<file path="config.mk">
export PLATFORM = sky130hd
export DESIGN_NAME = ir_cmd_scheduler
export DESIGN_NICKNAME = d
export VERILOG_FILES = /design/src/rtl/ir_cmd_scheduler.sv
export SDC_FILE = /design/constraint.sdc
export NUM_CORES = 1
export LEC_CHECK = 0
export CAP_MARGIN = 15
export CORE_ASPECT_RATIO = 1.25
export CORE_MARGIN = 1.5
export CORE_UTILIZATION = 45
export CTS_CLUSTER_SIZE = 12
export DETAILED_ROUTE_END_ITERATION = 8
export PLACE_DENSITY = 0.67
export SYNTH_ARGS = -nofsm -noshare
export SYNTH_HDL_FRONTEND = slang
export SYNTH_SLANG_ARGS = --single-unit
</file>
<file path="constraint.sdc">
create_clock -name CLOCK_50 -period 12.9 [get_ports CLOCK_50]
set_input_delay 2.58 -clock CLOCK_50 [delete_from_list [all_inputs] [get_ports CLOCK_50]]
set_output_delay 2.58 -clock CLOCK_50 [all_outputs]
set_load 0.02 [all_outputs]
</file>
<file path="src/rtl/ir_cmd_scheduler.sv">
// rtl/ir_cmd_scheduler.sv - NEC IR command checker with repeat window and command FIFO
//
// Purpose:
//   Sits behind the NEC frame decoder. Each decoded frame is checked (command
//   against its inverted copy, optional address filter). Accepted commands and
//   honoured repeat codes are queued in a show-ahead FIFO and mirrored onto
//   LEDR. Every event ends with a one-cycle dec_rearm pulse back to the decoder.
//
// Ports:
//   CLOCK_50    in   system clock
//   RESET       in   asynchronous active-high reset
//   dec_valid   in   one-cycle pulse, frame fields below are valid
//   dec_addr    in   [7:0] decoded address
//   dec_cmd     in   [7:0] decoded command
//   dec_cmd_inv in   [7:0] decoded inverted command
//   dec_repeat  in   one-cycle pulse, repeat code seen
//   dec_rearm   out  one-cycle pulse, decoder returns to leader hunt
//   cmd_valid   out  FIFO non-empty
//   cmd_data    out  [7:0] command at FIFO head
//   cmd_repeat  out  head entry came from a repeat code
//   cmd_ready   in   consumer pops head when cmd_valid & cmd_ready
//   LEDR        out  [7:0] last accepted command
//   err_count   out  [7:0] rejected frames, saturating
//   overflow    out  sticky, an accepted command was dropped on a full FIFO
module ir_cmd_scheduler #(
  parameter int         FIFO_DEPTH    = 4,
  parameter int         REPEAT_WINDOW = 6000000,
  parameter bit         ADDR_FILTER   = 1'b0,
  parameter logic [7:0] ADDR_MATCH    = 8'h00
) (
  input  logic       CLOCK_50,
  input  logic       RESET,
  input  logic       dec_valid,
  input  logic [7:0] dec_addr,
  input  logic [7:0] dec_cmd,
  input  logic [7:0] dec_cmd_inv,
  input  logic       dec_repeat,
  output logic       dec_rearm,
  output logic       cmd_valid,
  output logic [7:0] cmd_data,
  output logic       cmd_repeat,
  input  logic       cmd_ready,
  output logic [7:0] LEDR,
  output logic [7:0] err_count,
  output logic       overflow
);

  localparam int PW = $clog2(FIFO_DEPTH);
  localparam int CW = PW + 1;
  localparam int TW = $clog2(REPEAT_WINDOW + 1);
  localparam logic [TW-1:0] TIMER_LOAD = TW'(REPEAT_WINDOW);
  localparam logic [CW-1:0] DEPTH_C    = CW'(FIFO_DEPTH);

  typedef enum logic [1:0] {IDLE, CHECK, PUSH, REARM} state_t;

  state_t state_q, state_d;

  // Decoder strobes and fields are captured first so the FSM works from
  // registered copies; this gives the frame path its fixed edge timing.
  logic       in_valid_q, in_valid_d;
  logic       in_repeat_q, in_repeat_d;
  logic [7:0] in_addr_q, in_addr_d;
  logic [7:0] in_cmd_q, in_cmd_d;
  logic [7:0] in_inv_q, in_inv_d;

  // Frame under evaluation
  logic [7:0] addr_q, addr_d;
  logic [7:0] cmd_q, cmd_d;
  logic [7:0] inv_q, inv_d;
  logic       rpt_q, rpt_d;

  // Repeat bookkeeping
  logic [7:0]    last_cmd_q, last_cmd_d;
  logic          last_ok_q, last_ok_d;
  logic [TW-1:0] timer_q, timer_d;

  // Registered outputs
  logic [7:0] led_q, led_d;
  logic [7:0] err_q, err_d;
  logic       ovf_q, ovf_d;
  logic       rearm_q, rearm_d;
  logic       valid_q, valid_d;
  logic [8:0] head_q, head_d;

  // FIFO storage, entries are {repeat, cmd}
  logic [8:0]    mem_q [FIFO_DEPTH];
  logic [8:0]    mem_d [FIFO_DEPTH];
  logic [PW-1:0] wr_ptr_q, wr_ptr_d;
  logic [PW-1:0] rd_ptr_q, rd_ptr_d;
  logic [CW-1:0] count_q, count_d;

  logic pop;
  logic push_en;
  logic frame_ok;

  always_comb begin
    in_valid_d  = dec_valid;
    in_repeat_d = dec_repeat;
    in_addr_d   = dec_addr;
    in_cmd_d    = dec_cmd;
    in_inv_d    = dec_cmd_inv;

    state_d    = state_q;
    addr_d     = addr_q;
    cmd_d      = cmd_q;
    inv_d      = inv_q;
    rpt_d      = rpt_q;
    last_cmd_d = last_cmd_q;
    last_ok_d  = last_ok_q;
    timer_d    = timer_q;
    led_d      = led_q;
    err_d      = err_q;
    ovf_d      = ovf_q;
    mem_d      = mem_q;
    wr_ptr_d   = wr_ptr_q;
    rd_ptr_d   = rd_ptr_q;
    count_d    = count_q;
    push_en    = 1'b0;

    pop      = valid_q & cmd_ready;
    frame_ok = ((cmd_q ^ inv_q) == 8'hFF) && (!ADDR_FILTER || (addr_q == ADDR_MATCH));

    // Repeat window; last_ok drops on the edge where the timer reaches zero.
    if (timer_q != '0) begin
      timer_d = timer_q - TW'(1);
      if (timer_q == TW'(1)) begin
        last_ok_d = 1'b0;
      end
    end

    case (state_q)
      IDLE: begin
        if (in_valid_q) begin
          addr_d  = in_addr_q;
          cmd_d   = in_cmd_q;
          inv_d   = in_inv_q;
          rpt_d   = 1'b0;
          state_d = CHECK;
        end else if (in_repeat_q) begin
          if (last_ok_q) begin
            cmd_d   = last_cmd_q;
            rpt_d   = 1'b1;
            state_d = PUSH;
          end else begin
            state_d = REARM;
          end
        end
      end
      CHECK: begin
        if (frame_ok) begin
          state_d = PUSH;
        end else begin
          if (err_q != 8'hFF) begin
            err_d = err_q + 8'd1;
          end
          state_d = REARM;
        end
      end
      PUSH: begin
        // A pop on the same edge frees the slot we are about to fill.
        if ((count_q < DEPTH_C) || pop) begin
          push_en = 1'b1;
        end else begin
          ovf_d = 1'b1;
        end
        led_d      = cmd_q;
        last_cmd_d = cmd_q;
        last_ok_d  = 1'b1;
        timer_d    = TIMER_LOAD;
        state_d    = REARM;
      end
      REARM: begin
        state_d = IDLE;
      end
      default: begin
        state_d = IDLE;
      end
    endcase

    if (pop) begin
      rd_ptr_d = rd_ptr_q + PW'(1);
    end
    if (push_en) begin
      mem_d[wr_ptr_q] = {rpt_q, cmd_q};
      wr_ptr_d        = wr_ptr_q + PW'(1);
    end
    case ({push_en, pop})
      2'b10:   count_d = count_q + CW'(1);
      2'b01:   count_d = count_q - CW'(1);
      default: count_d = count_q;
    endcase

    // Head and valid are precomputed so the consumer sees flop outputs.
    valid_d = (count_d != '0);
    head_d  = mem_d[rd_ptr_d];
    rearm_d = (state_d == REARM);
  end

  always_ff @(posedge CLOCK_50 or posedge RESET) begin
    if (RESET) begin
      state_q     <= IDLE;
      in_valid_q  <= 1'b0;
      in_repeat_q <= 1'b0;
      in_addr_q   <= '0;
      in_cmd_q    <= '0;
      in_inv_q    <= '0;
      addr_q      <= '0;
      cmd_q       <= '0;
      inv_q       <= '0;
      rpt_q       <= 1'b0;
      last_cmd_q  <= '0;
      last_ok_q   <= 1'b0;
      timer_q     <= '0;
      led_q       <= '0;
      err_q       <= '0;
      ovf_q       <= 1'b0;
      rearm_q     <= 1'b0;
      valid_q     <= 1'b0;
      head_q      <= '0;
      wr_ptr_q    <= '0;
      rd_ptr_q    <= '0;
      count_q     <= '0;
      for (int k = 0; k < FIFO_DEPTH; k++) begin
        mem_q[k] <= '0;
      end
    end else begin
      state_q     <= state_d;
      in_valid_q  <= in_valid_d;
      in_repeat_q <= in_repeat_d;
      in_addr_q   <= in_addr_d;
      in_cmd_q    <= in_cmd_d;
      in_inv_q    <= in_inv_d;
      addr_q      <= addr_d;
      cmd_q       <= cmd_d;
      inv_q       <= inv_d;
      rpt_q       <= rpt_d;
      last_cmd_q  <= last_cmd_d;
      last_ok_q   <= last_ok_d;
      timer_q     <= timer_d;
      led_q       <= led_d;
      err_q       <= err_d;
      ovf_q       <= ovf_d;
      rearm_q     <= rearm_d;
      valid_q     <= valid_d;
      head_q      <= head_d;
      wr_ptr_q    <= wr_ptr_d;
      rd_ptr_q    <= rd_ptr_d;
      count_q     <= count_d;
      mem_q       <= mem_d;
    end
  end

  assign dec_rearm  = rearm_q;
  assign cmd_valid  = valid_q;
  assign cmd_data   = head_q[7:0];
  assign cmd_repeat = head_q[8];
  assign LEDR       = led_q;
  assign err_count  = err_q;
  assign overflow   = ovf_q;

endmodule

</file>
==> metrics.md, run 1 <==
| Metric | Value |
|---|---|
| Crit start category | `input pin` |
| R2R depth | `9` |
| Vias in the first global route | `approximately 3800` |
| Die Y | `127.9 um` |
| Clock Tree Buf Depth | `2` |
| Worst setup EP type | `register` |
| PwrDens | `246.4 nW/um^2` |
| Syn. warnings | `0` |
| Mapped Cells | `458` |
| Synthesis-to-finish area growth | `22.41%` |
| Setup WS pre-CTS | `7.767 ns` |
| Row count | `45` |
| Pleak | `2.983 nW` |
| Clock Pin Slew Worst Setup and Hold Paths | `0.06 ns` |
| Cells along the critical path | `clkdlybuf4s50_1 > a21boi_0 > nor2_1 > inv_1 > ha_1 > fa_1 > mux2_2 > or3_1` |
| Drt total wl | `about 11 mm` |
| Pre-Repair DR Iteration Count | `4` |
| Final hold vios | `0` |
| CTS buffer count | `17` |
| I/O pin cnt | `57` |
| WL per Instance | `~15 um` |
| Starting Density | `46.18%` |
| Unrepaired setup endpoints after global routing | `false` |
| Post-CTS Resized | `0` |
| Most common cell after layout, fill and taps aside | `dfrtp_1` |
| Pint | `about 1.1 mW` |
| CTS tree | `built` |
| Vias per cell | `between 5 and 6` |
| Post-Syn Nets | `500` |
| Hold path start | `in_inv_q[4]` |
| Slowest cell on crit path | `a21boi_0` |
| Area of the die | `13160 um^2` |
| Hpwl dp | `approximately 7 mm` |
| Post-Place Cell Area | `6284 um^2` |
| Seq/Total Area, Yosys | `58.81%` |
| Maximum clock rate | `0.2119 GHz` |
| CP arrival | `5.00 ns` |
| Post-synthesis async set-or-reset flop share | `100.0%` |
| Max Slew Vio Count | `0` |
| Synth Cell Area | `5617 um^2` |
| Share of cells above drive strength 1 | `15.63%` |
| Total gr overflow | `0` |
| Antenna violations before repair | `0` |
| Layout Skew | `about 0.009 ns` |
| Pwr Total | `1.694 mW` |
| Routability cong. | `slightly below 0.8` |
| Setup_tns | `0 ns` |
| Final setup vio count | `0` |
| Largest net degree at the start of global routing | `80` |
| Diodes inserted | `0` |
| Req. time, crit path | `13.18 ns` |
| Hold WC Path Type | `reg -> reg` |
| Max incr delay on CP | `between 0.4 and 0.5 ns` |
| Switching power | `between 0.5 and 0.6 mW` |
| Worst r2r src | `state_q[0]` |
| FF+latch count, synth | `132` |
| Crit path max fanout | `6` |
| Hold path endpoint | `inv_q[4]` |
| Cell area after layout | `between 6000 and 7000 um^2` |
| Setup slack, reg-to-reg | `10.18 ns` |
| Via count | `3672` |
| Most frequent cells in the layout | `dfrtp_1 (132), clkdlybuf4s50_1 (48), mux2_2 (39)` |
| Setup ws final | `8.180 ns` |
| Clock power share | `28.0%` |
| Post-synth EDFFs | `0` |
| First-pass GRT wire length | `18.38 mm` |
| Gate power share | `32.8%` |
| DRC Markers | `0` |
| Worst vdd ir | `~120 uV` |
| Switch share | `34.00%` |
| Core ar. | `approximately 12000 um^2` |
| Nets | `560` |
| CTS Hold Bufs | `0` |
| Clk root buf | `clkbuf_16` |
| Fillers | `approximately 1100` |
| Port Buffer Count | `48` |
| Critical path class | `in -> reg` |
| Worst-margin pin slew | `0.9699 ns` |
| Post-CTS Setup Bufs | `0` |
| Library cells used by synthesis | `between 50 and 60` |
| Area occupied by multi-input gates | `2153 um^2` |
| Hold Path Stages | `1` |
| Capturing point of the worst reg2reg path | `cmd_valid` |
| Syn avg cell area | `12.26 um^2` |
| Fin crit period | `4.720 ns` |
| Slew HR | `35.34%` |
| # clock sinks | `132` |
| Sequential share of power | `39.2%` |
| Die W | `102.9 um` |
| Clk_lat worst skew | `0.41 ns` |
| Antenna-violating nets left | `0` |
| Fin crit share | `36.59%` |
| H-tree depth | `4` |
| Number of max-cap violations | `0` |
| Total track usage | `18.26%` |
| DRT iter0 DRCs | `156` |
| Result of the run | `finished clean` |
| Sequential cell area | `about 3300 um^2` |
| WHS | `0.4740 ns` |
| Ys flop type | `dfrtp_1` |
-- Yosys cell counts (8+ instances only) --
cell | instances | area [um^2]
a21oi_1 | 8 | 40.04
a221oi_1 | 9 | 78.83
dfrtp_1 | 132 | 3303
ha_1 | 12 | 150.1
inv_1 | 29 | 108.9
mux2_2 | 39 | 439.2
mux2i_1 | 27 | 270.3
nand2_1 | 22 | 82.58
nand3_1 | 13 | 65.06
nor2_1 | 26 | 97.59
nor3_1 | 9 | 45.04
o21ai_0 | 19 | 95.09
o22ai_1 | 9 | 56.30
xnor2_1 | 19 | 166.4
-- power by group through the flow --
stage / logic [mW] / clock network [mW] / registers [mW]
finish: 0.555 / 0.475 / 0.664
CTS: 0.563 / 0.484 / 0.665
detailed placement: 0.558 / 0 / 0.671
global route: 0.619 / 0.501 / 0.683
global placement: 0.540 / 0 / 0.664
floorplan: 0.356 / 0 / 0.677
-- layer usage --
layer	vias to the layer above	GRT usage, %	part of all wire, %
met2	72	30.84	52
met5	-	0	0
met4	0	7.790	2.1
met1	1848	22.28	43
li1	1733	-	-
met3	19	4.144	3.1
-- layout make-up --
cell class / instances / share of cell area [%]
clock buffers: 19 / 6.442
multi-input cells: 286 / 31.32
well taps: 164 / 2.985
repair buffers: 52 / 7.425
inverters: 29 / 1.620
clock inverters: 13 / 2.166
flip-flops and latches: 132 / 48.04
-- registers in the layout, indices dropped and copies added (netlist names), 2 cells and up --
signal	flops
wr_ptr_q	2
count_q	3
in_cmd_q	8
cmd_q	8
head_q	9
mem_q	36
state_q	2
in_inv_q	8
LEDR	8
timer_q	23
inv_q	8
rd_ptr_q	2
err_count	8
-- worst max-delay path: cells and delay by family --
family                     cells  cell delay [ns]
AOI/OAI and AO/OA              1             0.44
adders and majority gates      2             0.61
buffers and inverters          2             0.51
muxes                          1             0.28
and+or+nand+nor                2             0.57
-- cells by family (layout without fill, tap and decap cells) --
kind of cell / count (synthesis) / count (layout) / share of synthesized area [%]
flops: 132 / 132 / 58.81
simple gates: 115 / 115 / 10.60
mux: 67 / 67 / 12.90
compound gates: 65 / 65 / 7.753
buf+inv: 40 / 113 / 2.851
xor+xnor: 26 / 26 / 4.054
fa+ha+maj: 13 / 13 / 3.030
-- through the flow --
stage | util [%] | std cells
after detailed placement | 51.67 | 663
after CTS | 56.53 | 695
after global placement | 51.67 | 663
final | 56.53 | 695
after floorplan | - | 458
after global routing | 56.53 | 695
-- worst max path at each step --
| stage | startpoint | to | cells after the start |
|---|---|---|---|
| floorplan | RESET | LEDR[0] | 1 |
| global placement | cmd_ready | cmd_valid | 8 |
| detailed placement | cmd_ready | cmd_valid | 8 |
| CTS | cmd_ready | cmd_valid | 8 |
| global route | cmd_ready | cmd_valid | 10 |
| finish | cmd_ready | cmd_valid | 8 |
No activity file was read; power rests on OpenSTA's default activity.
==> inputs of run 2 (changes only) <==
--- a/config.mk
+++ b/config.mk
@@ -11,7 +11,7 @@
 export CORE_UTILIZATION = 45
 export CTS_CLUSTER_SIZE = 12
 export DETAILED_ROUTE_END_ITERATION = 8
-export PLACE_DENSITY = 0.67
+export PLACE_DENSITY = 0.69
 export SYNTH_ARGS = -nofsm -noshare
 export SYNTH_HDL_FRONTEND = slang
 export SYNTH_SLANG_ARGS = --single-unit
==> constraint.sdc (replaced) <==
create_clock -name CLOCK_50 -period 4.3 [get_ports CLOCK_50]
set_input_delay 0.86 -clock CLOCK_50 [delete_from_list [all_inputs] [get_ports CLOCK_50]]
set_output_delay 0.86 -clock CLOCK_50 [all_outputs]
set_load 0.02 [all_outputs]
==> run 2 against run 1 <==
  * Worst setup slack worse by 6.9 ns
  * Clock-buffer cell count down 1
  * Clock power rose to 2.9 times the previous value
  * Clock skew down 0.0020 ns
  * Sequential power rose to 3.0 times the previous value
  * Highest routed layer unchanged
  * Flip-flop and latch count unchanged
  * Non-clock buffer count unchanged
  * Worst hold slack better by 0.0042 ns
==> metrics.md, run 2 (same netlist as run 1, synthesis figures left out) <==
| Metric | Value |
|---|---|
| Result of the run | `finished clean` |
| Vias in the first global route | `3944 (+3.6%)` |
| Top reg by flops | `mem_q` |
| Core ar. | `12160 um^2 (unchanged)` |
| Sequential share of power | `39.4% (+0.2 points)` |
| Most common cell after layout, fill and taps aside | `dfrtp_1` |
| WHS | `0.4782 ns (+0.004168 ns)` |
| Total gr overflow | `0 (unchanged)` |
| Setup_tns | `0 ns (unchanged)` |
| Share of cells above drive strength 1 | `15.82% (+0.19 points)` |
| Cells along the critical path | `clkdlybuf4s50_1 > a21boi_0 > nor2_1 > inv_1 > ha_1 > fa_1 > xnor2_1 > nor2_1 > xor2_1 > or3_1` |
| Die W | `102.9 um (unchanged)` |
| Final hold vios | `0 (unchanged)` |
| # clock sinks | `132 (unchanged)` |
| Post-CTS Setup Bufs | `0 (unchanged)` |
| Largest registers | `mem_q (36), timer_q (23), head_q (9)` |
| Nets | `560 (unchanged)` |
| CTS buffer count | `17 (unchanged)` |
| Slew HR | `37.74% (+2.4 points)` |
| PwrDens | `735.4 nW/um^2 (+200%)` |
| Die Y | `127.9 um (unchanged)` |
| Synthesis-to-finish area growth | `22.48% (about the same)` |
| Core Util, Final | `56.56% (about the same)` |
| Diodes inserted | `0 (unchanged)` |
| WL per Instance | `15.75 um (+2.0%)` |
| I/O pin cnt | `57 (unchanged)` |
| Pint | `3.303 mW (+200%)` |
| Switching power | `1.755 mW (+200%)` |
| Slowest cell on crit path | `clkdlybuf4s50_1` |
| CTS tree | `built` |
| Max Slew Vio Count | `0 (unchanged)` |
| Clk_lat worst skew | `0.41 ns (about the same)` |
| Post-CTS Resized | `0 (unchanged)` |
| Critical path startpoint | `cmd_ready` |
| Hold path start | `mem_q[13]` |
| Area of the die | `13160 um^2 (unchanged)` |
| Layout Skew | `0.006918 ns (-0.002030 ns)` |
| Final setup vio count | `0 (unchanged)` |
| Port Buffer Count | `48 (unchanged)` |
| Max incr delay on CP | `0.47 ns (+0.03 ns)` |
| Row count | `45 (unchanged)` |
| Most frequent cells in the layout | `dfrtp_1 (132), clkdlybuf4s50_1 (48), mux2_2 (39)` |
| Unrepaired setup endpoints after global routing | `false` |
| Antenna violations before repair | `0 (unchanged)` |
| Vias per cell | `5.180 (-2.0%)` |
| DRT iter0 DRCs | `213 (+37%)` |
| Crit start category | `input pin` |
| Worst vdd ir | `541.9 uV (+350%)` |
| Max FFs per register | `36 (unchanged)` |
| Clk root buf | `clkbuf_16` |
| Most used cell along the critical path | `nor2_1` |
| CTS Hold Bufs | `0 (unchanged)` |
| Largest net degree at the start of global routing | `95 (+19%)` |
| Worst-margin pin slew | `0.9277 ns (-0.04217 ns)` |
| Switch share | `34.70% (+0.70 points)` |
| Worst setup EP type | `register` |
| Fillers | `1066 (-0.19%)` |
| Pleak | `2.979 nW (-0.14%)` |
| CP arrival | `3.27 ns (-1.73 ns)` |
| Total track usage | `18.82% (+0.56 points)` |
| Via count | `3600 (-2.0%)` |
| Starting Density | `46.18% (unchanged)` |
| Clock Tree Buf Depth | `2 (unchanged)` |
| Pwr Total | `5.059 mW (+200%)` |
| Hold WC Path Type | `reg -> reg` |
| DRC Markers | `0 (unchanged)` |
| Crit path max fanout | `6 (unchanged)` |
| Worst r2r src | `state_q[0]` |
| Fin crit period | `between 2 and 3 ns` |
| Gate power share | `33.0% (+0.2 points)` |
| Fin crit share | `69.52%` |
| Req. time, crit path | `4.58 ns (-8.60 ns)` |
| Number of max-cap violations | `0 (unchanged)` |
| Pre-Repair DR Iteration Count | `4 (unchanged)` |
| First-pass GRT wire length | `19.15 mm (+4.2%)` |
| H-tree depth | `4 (unchanged)` |
| Clock Pin Slew Worst Setup and Hold Paths | `0.06 ns (about the same)` |
| Clock power share | `27.6% (-0.4 points)` |
| Critical path class | `in -> reg` |
| Routability cong. | `0.8203 (+4.3%)` |
| Hpwl dp | `7.159 mm (-0.22%)` |
| Antenna-violating nets left | `0 (unchanged)` |
| Maximum clock rate | `0.3345 GHz` |
| Drt total wl | `10.95 mm (+2.0%)` |
==> run 2: layout make-up <==
cell class              count  area [um^2]  share of cell area (%)
flip-flops and latches    132         3303                   48.02
multi-input cells         286         2153                   31.30
repair buffers             52        523.0                   7.603
clock buffers              18        439.2                   6.384
well taps                 164        205.2                   2.983
clock inverters            14        142.6                   2.073
inverters                  29        112.6                   1.637
==> run 2: through the flow <==
step	setup WS (ns)	instances	instance area, um^2
after floorplan	1.590	458	5620
after global placement	0.9316	663	6297
after detailed placement	0.8791	663	6297
after CTS	1.303	695	6879
after global routing	1.099	695	6879
final	1.311	695	6879
==> run 2: power by group through the flow <==
| stage | registers, mW | clock network, mW | logic (mW) |
|---|---|---|---|
| CTS | 2.00 | 1.42 | 1.69 |
| floorplan | 2.03 | 0 | 1.07 |
| global placement | 1.99 | 0 | 1.62 |
| global route | 2.05 | 1.47 | 1.87 |
| detailed placement | 2.01 | 0 | 1.67 |
| finish | 1.99 | 1.39 | 1.67 |
==> run 2: final timing paths <==
| check | end | slack, ns | depth (start not counted) |
|---|---|---|---|
| min in group asynchronous | mem_q[1] | 0.98 | 2 |
| max reg2reg | cmd_valid | 1.57 | 11 |
| min | mem_q[13] | 0.48 | 2 |
| max in group asynchronous | timer_q[11] | 2.37 | 3 |
| min reg2reg | mem_q[13] | 0.48 | 2 |
| max | cmd_valid | 1.31 | 10 |
==> run 2: per-layer routing <==
| layer | track usage [%] | vias up | routed length [um] |
|---|---|---|---|
| met5 | 0 | - | 0 |
| met4 | 5.008 | 0 | 134 |
| met3 | 4.635 | 10 | 275 |
| met2 | 31.54 | 52 | 5657 |
| met1 | 24.36 | 1804 | 4877 |
| li1 | - | 1734 | - |
==> run 2: critical path, delay by kind of cell <==
family	cells	cell delay [ns]
buf+inv	2	0.56
simple gates	3	0.72
compound gates	1	0.18
fa+ha+maj	2	0.62
xor+xnor	2	0.33
